**src/rtl/thermo_log_writer.sv**
```systemverilog
// Temperature sample logger: buffers sequence-numbered sensor samples in a small
// FIFO and drains them as single Avalon-MM writes into a circular on-chip SRAM log.
module thermo_log_writer #(
  parameter int ADDR_W     = 10,
  parameter int FIFO_DEPTH = 4
) (
  input  logic              clk,
  input  logic              reset,
  input  logic              smp_valid,
  input  logic [15:0]       smp_data,
  input  logic              log_enable,
  output logic [ADDR_W-1:0] m_address,
  output logic [3:0]        m_byteenable,
  output logic              m_chipselect,
  output logic              m_write,
  output logic [31:0]       m_writedata,
  input  logic              m_waitrequest,
  output logic [ADDR_W-1:0] wr_ptr,
  output logic              wrapped,
  output logic [15:0]       dropped_cnt
);

  localparam int PTR_W = $clog2(FIFO_DEPTH);
  localparam int CNT_W = PTR_W + 1;

  typedef enum logic {IDLE, WRITE} state_t;
  state_t state_reg, state_next;

  logic [31:0]       fifo_mem [FIFO_DEPTH];
  logic [PTR_W-1:0]  rd_idx_reg;
  logic [PTR_W-1:0]  wr_idx_reg;
  logic [CNT_W-1:0]  count_reg;
  logic [15:0]       seq_reg;
  logic [ADDR_W-1:0] wr_ptr_reg;
  logic              wrapped_reg;
  logic [15:0]       dropped_reg;

  logic fifo_full;
  logic fifo_empty;
  logic push;
  logic pop;

  // Fullness uses the registered count, so a pop in the same cycle cannot rescue a sample.
  assign fifo_full  = (count_reg == CNT_W'(FIFO_DEPTH));
  assign fifo_empty = (count_reg == '0);
  assign push       = smp_valid && !fifo_full;
  assign pop        = (state_reg == WRITE) && !m_waitrequest;

  always_ff @(posedge clk) begin
    if (push && !reset) begin
      fifo_mem[wr_idx_reg] <= {seq_reg, smp_data};
    end
  end

  always_ff @(posedge clk) begin
    if (reset) begin
      state_reg   <= IDLE;
      rd_idx_reg  <= '0;
      wr_idx_reg  <= '0;
      count_reg   <= '0;
      seq_reg     <= '0;
      wr_ptr_reg  <= '0;
      wrapped_reg <= 1'b0;
      dropped_reg <= '0;
    end else begin
      state_reg <= state_next;
      // Dropped samples still consume a sequence number so gaps show in the log.
      if (smp_valid) begin
        seq_reg <= seq_reg + 16'd1;
      end
      if (smp_valid && fifo_full && (dropped_reg != 16'hFFFF)) begin
        dropped_reg <= dropped_reg + 16'd1;
      end
      if (push) begin
        wr_idx_reg <= wr_idx_reg + 1'b1;
      end
      if (pop) begin
        rd_idx_reg <= rd_idx_reg + 1'b1;
        wr_ptr_reg <= wr_ptr_reg + 1'b1;
        if (&wr_ptr_reg) begin
          wrapped_reg <= 1'b1;
        end
      end
      case ({push, pop})
        2'b10:   count_reg <= count_reg + 1'b1;
        2'b01:   count_reg <= count_reg - 1'b1;
        default: count_reg <= count_reg;
      endcase
    end
  end

  always_comb begin
    state_next   = state_reg;
    m_chipselect = 1'b0;
    m_write      = 1'b0;
    m_byteenable = 4'h0;
    m_address    = '0;
    m_writedata  = '0;
    case (state_reg)
      IDLE: begin
        if (log_enable && !fifo_empty) begin
          state_next = WRITE;
        end
      end
      WRITE: begin
        // Head and wr_ptr only move on acceptance, so these hold through a stall.
        m_chipselect = 1'b1;
        m_write      = 1'b1;
        m_byteenable = 4'hF;
        m_address    = wr_ptr_reg;
        m_writedata  = fifo_mem[rd_idx_reg];
        if (!m_waitrequest) begin
          state_next = IDLE;
        end
      end
      default: state_next = IDLE;
    endcase
  end

  assign wr_ptr      = wr_ptr_reg;
  assign wrapped     = wrapped_reg;
  assign dropped_cnt = dropped_reg;

endmodule

```
**config.mk**
```make
export PLATFORM = sky130hd
export DESIGN_NAME = thermo_log_writer
export DESIGN_NICKNAME = d
export VERILOG_FILES = /design/src/rtl/thermo_log_writer.sv
export SDC_FILE = /design/constraint.sdc
export NUM_CORES = 1
export LEC_CHECK = 0
export BUFFER_PORTS_ARGS = -buffer_cell sky130_fd_sc_hd__buf_2
export CORE_MARGIN = 2
export CORE_UTILIZATION = 30
export CTS_CLUSTER_SIZE = 14
export DETAILED_ROUTE_END_ITERATION = 10
export HOLD_SLACK_MARGIN = 0.15
export SETUP_SLACK_MARGIN = 0.1
export SYNTH_ARGS = -nofsm -noshare
export SYNTH_HDL_FRONTEND = slang
export SYNTH_SLANG_ARGS = --single-unit
```
**constraint.sdc**
```tcl
create_clock -name clk -period 2 [get_ports clk]
set_input_delay 0.4 -clock clk [delete_from_list [all_inputs] [get_ports clk]]
set_output_delay 0.4 -clock clk [all_outputs]
set_load 0.01 [all_outputs]
```
==> results of run 1 <==
-- routing by layer --
metal	vias up	track usage, %	part of all wire (%)
met5	-	0	0
met2	115	18.9	49
met3	11	3.18	5.2
met1	2151	14.9	45
li1	2131	-	-
met4	0	2.56	0.83
-- Yosys cell counts, drive strengths merged, types with 2 or more instances --
library cell / instances / area share (%)
edfxtp: 128 / 52
dfxtp: 53 / 14
and2: 46 / 3.9
nor2: 40 / 2.0
mux4: 32 / 9.7
a21oi: 22 / 1.5
clkbuf: 15 / 1.0
nand4: 14 / 1.3
xor2: 13 / 1.5
buf: 11 / 0.91
inv: 11 / 0.56
nand2: 11 / 0.56
o31ai: 10 / 1.0
xnor2: 10 / 1.2
nor3: 9 / 0.61
o21ai: 9 / 0.61
or3: 9 / 0.86
ha: 8 / 1.3
nand3: 8 / 0.54
or4: 8 / 0.81
and3: 5 / 0.42
mux2i: 4 / 0.54
nor4: 4 / 0.54
mux2: 2 / 0.30
nand2b: 2 / 0.17
nand3b: 2 / 0.20
nor2b: 2 / 0.17
-- final timing paths --
kind	endpoint	slack [ns]	depth (start not counted)
worst min-delay path	fifo_mem[1][8]	0.19	1
worst max-delay path	m_writedata[20]	-0.25	5
worst min register to register	wrapped	0.49	2
worst max register to register	count_reg[2]	0.11	7
-- where the power goes --
part	switching [mW]	internal [mW]
registers	0.0403	4.10
logic	0.325	0.345
clock network	1.55	1.80
total	1.92	6.24
-- what timing repair did --
item	in CTS	in global routing
gates cloned	2	0
gates resized for setup	36	22
pin swaps	4	3
setup buffers	2	0
setup endpoints to repair	44	36
-- critical path: stages (launching register included) --
cell and delay (ns):
dfxtp_4 0.40, buf_12 0.13, buf_16 0.12, mux4_2 0.50, and2_4 0.17, buf_6 0.11
-- per-stage QoR --
step,setup TNS [ns],setup WS (ns),cell area [um2],hold WS [ns]
final,-6.43,-0.254,9380,0.191
after global routing,-9.08,-0.327,9380,0.172
after CTS,-7.60,-0.287,9290,0.172
after detailed placement,-0.0219,-0.0219,8480,0.461
after global placement,0,0.0328,8480,0.457
after floorplan,-0.0169,-0.0169,7460,0.474
-- kinds of logic (layout without fill, tap and decap cells) --
logic type,count (synthesis),in the layout
and+or+nand+nor,167,167
adders and majority gates,9,9
muxes,38,38
DFF,181,181
AOI/OAI and AO/OA,43,43
buffers and inverters,38,171
xor gates and xnor gates,23,23
-- cell type report --
cell class | instances | area, um2
fillers | 2264 | 14900
clock buffers | 17 | 425
well taps | 324 | 405
repair buffers | 128 | 998
multi-input cells | 280 | 2420
inverters | 11 | 41.3
flip-flops and latches | 181 | 4910
clock inverters | 15 | 173
==> impl_metrics.env, run 1 <==
export IMPL_status="finished with violations"
export IMPL_violations="setup timing"
export IMPL_powerDensity_nw_per_um2=870
export IMPL_rsz0062_at_grt="true"
export IMPL_dieArea_um2=26000
export IMPL_reg2reg_from="count_reg[0]"
export IMPL_synth_edf_count=128
export IMPL_ys_warn_count=0
export IMPL_syn_avg_cell_area_um2=14.9
export IMPL_crit_required_ns=1.60
export IMPL_setup_slack_ns=-0.254
export IMPL_wire_per_inst_um=15.0
export IMPL_grt_overflow=0
export IMPL_fin_crit_sh_pct=113
export IMPL_critPathArrivalTime_ns=1.85
export IMPL_drv_cap=0
export IMPL_synthArstFlopShare_pct=0
export IMPL_die_h_um=161
export IMPL_clock_latency_ns=0.42
export IMPL_gp_congestion=0.735
export IMPL_antenna_found_initial=0
export IMPL_clock_sinks=181
export IMPL_antenna_left=0
export IMPL_vias_per_cell=4.61
export IMPL_io_pins=96
export IMPL_start_util_pct=30.5
export IMPL_numPortBuffers=95
export IMPL_h_tree_depth=4
export IMPL_final_common_cell="edfxtp_1"
export IMPL_total_power_mw=8.16
export IMPL_antenna_cells=0
export IMPL_path_class="reg2out"
export IMPL_std_cell_rows=57
export IMPL_synth_cell_types=45
export IMPL_final_util_pct=38.6
export IMPL_num_vias=4408
export IMPL_setup_viol=32
export IMPL_drt_total_wl_mm=14.3
export IMPL_grt_pass1_vias=4353
export IMPL_finClkSkew_ns=0.00835
export IMPL_cts_tree="done"
export IMPL_tightest_slew_ns=0.592
export IMPL_fp_dieW_um=161
export IMPL_synth_cells=499
export IMPL_critPathLaunchType="flip-flop"
export IMPL_detailed_place_hpwl_mm=8.83
export IMPL_min_from="smp_data[8]"
export IMPL_final_nets=649
export IMPL_hold_viol=0
export IMPL_numCtsBuffers=17
export IMPL_hold_buffers=0
export IMPL_clockBufferDepth=2
export IMPL_synthesis_nets=529
export IMPL_mostFrequentLayoutCells="edfxtp_1, buf_2, dfxtp_1"
export IMPL_worst_setup_path_end_kind="output port"
export IMPL_layout_cells_non_filler=956
export IMPL_path_clk_slew_ns=0.07
export IMPL_relSlewSlack_pct=60.6
export IMPL_netlist_area_um2=7430
export IMPL_synthXorXnorAreaFrac_pct=2.71
export IMPL_p_leak_nw=3.40
export IMPL_dr_pass1_iters=4
export IMPL_drcViolationCount=0
export IMPL_period_minus_slack_ns=2.25
export IMPL_largest_register_ffs=128
export IMPL_yosys_area_share_simple_pct=13.2
export IMPL_grt_pass1_wl_mm=23.3
export IMPL_grt_max_degree=55
export IMPL_dp_cells=920
export IMPL_worst_hold_path_type="in2reg"
export IMPL_cts_root_buf="clkbuf_16"
export IMPL_drive_above_1_share_pct=38.0
export IMPL_maxSlewViolCount=0
export IMPL_ys_ff_latch=181
export IMPL_synthAdderAreaFrac_pct=1.62
export IMPL_ir_drop_mv=0.507
export IMPL_synth_seq_area_share_pct=66.0
export IMPL_fmax_ghz=0.444
export IMPL_globalRouteTotalUtil_pct=11.4
export IMPL_core_area_um2=24300
export IMPL_synthToLayoutAreaGrowth_pct=26.3
export IMPL_drtIter0Drc=293
export IMPL_synth_main_ff_cell="edfxtp_1"
export IMPL_synth_top_family_by_area="simple AND/OR/NAND/NOR gates"
export IMPL_synthMuxAreaShare_pct=10.5
export IMPL_synth_compound_area_share_pct=3.35
export IMPL_critPathMaxFanout=5
Note: power is estimated with default switching activity, not from simulation.
==> run 2, diff against run 1 <==
Settings changed: MAX_ROUTING_LAYER set to met4.
==> run 2 against run 1 <==
Effect of this change:
- the flow still finishes with violations (setup timing)
- first-iteration DRC count down 5.1%
- combinational power hardly changed
- total power barely moved
- largest cell class unchanged
- non-clock buffer count stayed put
- sequential power is essentially flat
- worst hold slack better by 0.0039 ns
- design area unchanged
- critical path type unchanged
- critical endpoint unchanged
- die area did not move
- final cell count is the same
- wire length hardly changed
==> impl_metrics.env, run 2 (synthesized netlist as in run 1, its figures left out) <==
export IMPL_status="finished with violations"
export IMPL_violations="setup timing"
export IMPL_worst_r2r_endpoint="count_reg[2]"
export IMPL_antenna_found_initial=0
export IMPL_drcViolationCount=0
export IMPL_critPathArrivalTime_ns=1.85
export IMPL_wl_met3_um=655
export IMPL_die_h_um=161
export IMPL_critPathMaxFanout=5
export IMPL_drive_above_1_share_pct=38.0
export IMPL_ir_drop_mv=0.507
export IMPL_crit_required_ns=1.60
export IMPL_drt_total_wl_mm=14.3
export IMPL_relSlewSlack_pct=60.4
export IMPL_path_clk_slew_ns=0.07
export IMPL_cts_root_buf="clkbuf_16"
export IMPL_met1_length_mm=6.53
export IMPL_critPathLaunchType="flip-flop"
export IMPL_clockBufferDepth=2
export IMPL_crit_end="m_writedata[20]"
export IMPL_std_cell_rows=57
export IMPL_grt_overflow=0
export IMPL_comb_power_share_pct=8.2
export IMPL_h_tree_depth=4
export IMPL_clock_sinks=181
export IMPL_vias_per_cell=4.60
export IMPL_dieArea_um2=26000
export IMPL_total_power_mw=8.16
export IMPL_drv_cap=0
export IMPL_highest_layer="met4"
export IMPL_reg2reg_from="count_reg[0]"
export IMPL_p_switching_mw=1.91
export IMPL_antenna_left=0
export IMPL_setup_viol=32
export IMPL_hold_viol=0
export IMPL_r2r_cells=7
export IMPL_numCtsBuffers=17
export IMPL_powerDensity_nw_per_um2=869
export IMPL_largest_register_ffs=128
export IMPL_num_vias=4402
export IMPL_start_util_pct=30.5
export IMPL_rsz0062_at_grt="true"
export IMPL_io_pins=96
export IMPL_globalRouteTotalUtil_pct=11.8
export IMPL_fmax_ghz=0.444
export IMPL_hold_buffers=0
export IMPL_numPortBuffers=95
export IMPL_wire_per_inst_um=15.0
export IMPL_swShare_pct=23.5
export IMPL_grt_max_degree=55
export IMPL_gp_congestion=0.744
export IMPL_cts_tree="done"
export IMPL_detailed_place_hpwl_mm=8.83
export IMPL_path_class="reg2out"
export IMPL_mostFrequentLayoutCells="edfxtp_1, buf_2, dfxtp_1"
export IMPL_grt_pass1_vias=4337
export IMPL_clockPowerShare_pct=41.0
export IMPL_dr_pass1_iters=4
export IMPL_synthToLayoutAreaGrowth_pct=26.3
export IMPL_drtIter0Drc=278
export IMPL_worst_setup_path_end_kind="output port"
export IMPL_setup_slack_ns=-0.255
export IMPL_final_common_cell="edfxtp_1"
export IMPL_fp_dieW_um=161
export IMPL_core_area_um2=24300
export IMPL_fin_crit_sh_pct=113
export IMPL_final_nets=649
export IMPL_postPlaceCellArea_um2=8480
export IMPL_maxSlewViolCount=0
export IMPL_p_leak_nw=3.40
export IMPL_grt_pass1_wl_mm=23.3
export IMPL_seq_power_share_pct=50.8
export IMPL_final_area_um2=9380
export IMPL_period_minus_slack_ns=2.25
export IMPL_worst_hold_path_type="in2reg"
export IMPL_p_int_mw=6.24
export IMPL_ff2ff_setup_slack_ns=0.11
export IMPL_finClkSkew_ns=0.00804
export IMPL_wl_met2_mm=7.02
export IMPL_fillers=2264
export IMPL_tightest_slew_ns=0.595
export IMPL_clock_latency_ns=0.42
export IMPL_antenna_cells=0
-- run 2: cell counts in the layout (fill, tap and decap cells not counted) --
No cell type changed its count.
-- run 2: routing by layer --
layer	global-route usage [%]	vias up
li1	-	2133
met1	15.1	2157
met2	18.9	101
met3	3.13	11
met4	2.56	0
met5	-	-
-- run 2: metrics by stage --
stage | setup TNS (ns) | utilization (%) | worst slack, ns | hold slack (ns) | std cells
after CTS | -7.60 | 38.2 | -0.287 | 0.172 | 956
after detailed placement | -0.0219 | 34.9 | -0.0219 | 0.461 | 920
after global routing | -9.08 | 38.6 | -0.327 | 0.172 | 956
after floorplan | -0.0169 | - | -0.0169 | 0.474 | 499
final | -6.42 | 38.6 | -0.255 | 0.195 | 956
after global placement | 0 | 34.9 | 0.0328 | 0.457 | 920
-- run 2: timing repair --
| action | in CTS | in global routing |
|---|---|---|
| setup buffers | 2 | 0 |
| cloned | 2 | 0 |
| pin swaps | 4 | 3 |
| endpoints found under the setup margin | 44 | 36 |
| resized for setup | 36 | 22 |
-- run 2: cell type report --
cell class	count	area (um2)	share of cell area [%]
timing repair buffer	128	998	10.6
clock inverter	15	173	1.84
clock buffer	17	425	4.53
tap	324	405	4.32
multi-input combinational	280	2420	25.8
sequential	181	4910	52.4
inverter	11	41.3	0.440
-- run 2: worst min-delay path by stage --
stage,startpoint,end,slack [ns],cells past startpoint
2_1_floorplan,seq_reg[15],fifo_mem[0][31],0.47,0
3_3_place_gp,wrapped,wrapped,0.46,2
3_5_place_dp,wrapped,wrapped,0.46,2
4_1_cts,smp_data[8],fifo_mem[1][8],0.17,1
5_1_grt,smp_data[11],fifo_mem[2][11],0.17,1
6_report,smp_data[0],fifo_mem[0][0],0.19,1
-- run 2: power by group through the flow --
stage	clock [mW]	combinational (mW)	sequential, mW
finish	3.35	0.671	4.14
global placement	0	0.584	4.22
floorplan	0	0.363	4.23
global route	3.60	0.740	4.15
CTS	3.44	0.658	4.14
detailed placement	0	0.587	4.22
-- run 2: worst max-delay path, cell delays in order (launching register included) --
cell,delay [ns]
dfxtp_4,0.40
buf_12,0.13
buf_16,0.12
mux4_2,0.50
and2_4,0.17
buf_6,0.11
==> run 3, diff against run 2 <==
Settings changed: SKIP_LAST_GASP set to 1.
==> run 3 against run 2 <==
Effect of this change:
- the flow still finishes with violations (setup timing)
- non-clock buffer count is the same
- flip-flop and latch count is the same
- via count grew 0.80%
- worst setup slack lost 0.012 ns
- largest cell class unchanged
==> impl_metrics.env, run 3 (synthesized netlist as in run 1, its figures left out) <==
export IMPL_numCtsBuffers=17
export IMPL_mostFrequentLayoutCells="edfxtp_1, buf_2, dfxtp_1"
export IMPL_die_h_um=161
export IMPL_final_nets=649
export IMPL_rsz0062_at_grt="true"
export IMPL_fmax_ghz=0.441
export IMPL_seqCellArea_um2=4910
export IMPL_grt_overflow=0
export IMPL_path_class="reg2out"
export IMPL_antenna_found_initial=0
export IMPL_clock_latency_ns=0.42
export IMPL_vias_per_cell=4.64
export IMPL_ir_drop_mv=0.507
export IMPL_status="finished with violations"
export IMPL_powerDensity_nw_per_um2=879
export IMPL_drcViolationCount=0
export IMPL_io_pins=96
export IMPL_ff2ff_setup_slack_ns=0.11
export IMPL_start_util_pct=30.5
export IMPL_drt_total_wl_mm=14.5
export IMPL_critPathSlowestCell="mux4_2"
export IMPL_critPathArrivalTime_ns=1.87
export IMPL_hold_buffers=0
export IMPL_path_clk_slew_ns=0.07
export IMPL_drtIter0Drc=244
export IMPL_cts_tree="done"
export IMPL_critPathLaunchType="flip-flop"
export IMPL_maxSlewViolCount=0
export IMPL_multi_input_area_um2=2380
export IMPL_path_delay_family="multiplexers"
export IMPL_globalRouteTotalUtil_pct=11.9
export IMPL_h_tree_depth=4
export IMPL_cts_root_buf="clkbuf_16"
export IMPL_num_vias=4437
export IMPL_grt_pass1_vias=4348
export IMPL_drive_above_1_share_pct=35.3
export IMPL_dieArea_um2=26000
export IMPL_fillers=2286
export IMPL_critPathMaxFanout=5
export IMPL_fp_dieW_um=161
export IMPL_gp_congestion=0.744
export IMPL_grt_pass1_wl_mm=23.5
export IMPL_clockBufferDepth=2
export IMPL_hold_viol=0
export IMPL_relSlewSlack_pct=60.2
export IMPL_worst_setup_path_end_kind="output port"
export IMPL_wire_per_inst_um=15.1
export IMPL_antenna_cells=0
export IMPL_grt_max_degree=55
export IMPL_total_power_mw=8.12
export IMPL_synthToLayoutAreaGrowth_pct=24.3
export IMPL_period_minus_slack_ns=2.27
export IMPL_violations="setup timing"
export IMPL_dr_pass1_iters=4
export IMPL_largest_register_ffs=128
export IMPL_cp_num_buf_inv=3
export IMPL_final_common_cell="edfxtp_1"
export IMPL_fin_crit_sh_pct=113
export IMPL_final_util_pct=38.0
export IMPL_worst_hold_path_type="in2reg"
export IMPL_std_cell_rows=57
export IMPL_core_area_um2=24300
export IMPL_p_leak_nw=3.36
export IMPL_detailed_place_hpwl_mm=8.83
export IMPL_cpPeakStageDelay_ns=0.50
export IMPL_hold_slack_ns=0.194
export IMPL_numPortBuffers=95
export IMPL_tightest_slew_ns=0.597
export IMPL_path_cells="buf_12 -> buf_16 -> mux4_2 -> and2_4 -> buf_2"
export IMPL_crit_required_ns=1.60
export IMPL_setup_slack_ns=-0.267
export IMPL_antenna_left=0
export IMPL_drv_cap=0
export IMPL_setup_viol=32
export IMPL_finClkSkew_ns=0.00933
export IMPL_clock_sinks=181
run 3: cell count changes in the layout (fill, tap and decap cells not counted):
cell	change
and2_1	+17
and2_4	-17
buf_6	-17
buf_2	+17
run 3: path summary, 6_finish.rpt:
path,start,to,cells after the start
hold reg to reg,wrapped,wrapped,2
hold / removal,smp_data[0],fifo_mem[0][0],1
setup reg to reg,count_reg[0],count_reg[2],7
setup / recovery,flip-flop,m_writedata[20],5
run 3: area by class of cell:
cell class / count / area share [%]
clock inverter: 15 / 1.87
multi-input combinational: 280 / 25.8
sequential: 181 / 53.2
timing repair buffer: 128 / 9.66
inverter: 11 / 0.447
tap: 324 / 4.39
clock buffer: 17 / 4.61
run 3: stage by stage:
step	setup TNS, ns	setup WS [ns]	instance area [um2]	std cells
floorplan	-0.0169	-0.0169	7460	499
global placement	0	0.0328	8480	920
detailed placement	-0.0219	-0.0219	8480	920
CTS	-7.89	-0.287	9180	956
global route	-9.55	-0.339	9230	956
finish	-6.83	-0.267	9230	956
run 3: report_power, final:
group          leakage (nW)  switching, mW  internal, mW  total (mW)
sequential             1.66         0.0409          4.10        4.14
combinational          1.40          0.318         0.304       0.622
clock                 0.296           1.56          1.80        3.35
total                  3.36           1.91          6.20        8.12
run 3: per-layer routing:
layer  track usage [%]  vias up  wire (um)
li1                  -     2140          -
met1              15.2     2167       6680
met2              19.1      118       6920
met3              3.11       12        742
met4              2.56        0        113
met5                 -        -          0
run 3: repair_timing:
item	in CTS	in global routing
gates cloned	2	0
endpoints found under the setup margin	44	36
buffers inserted	2	0
pin swaps	4	3
resized for setup	12	12
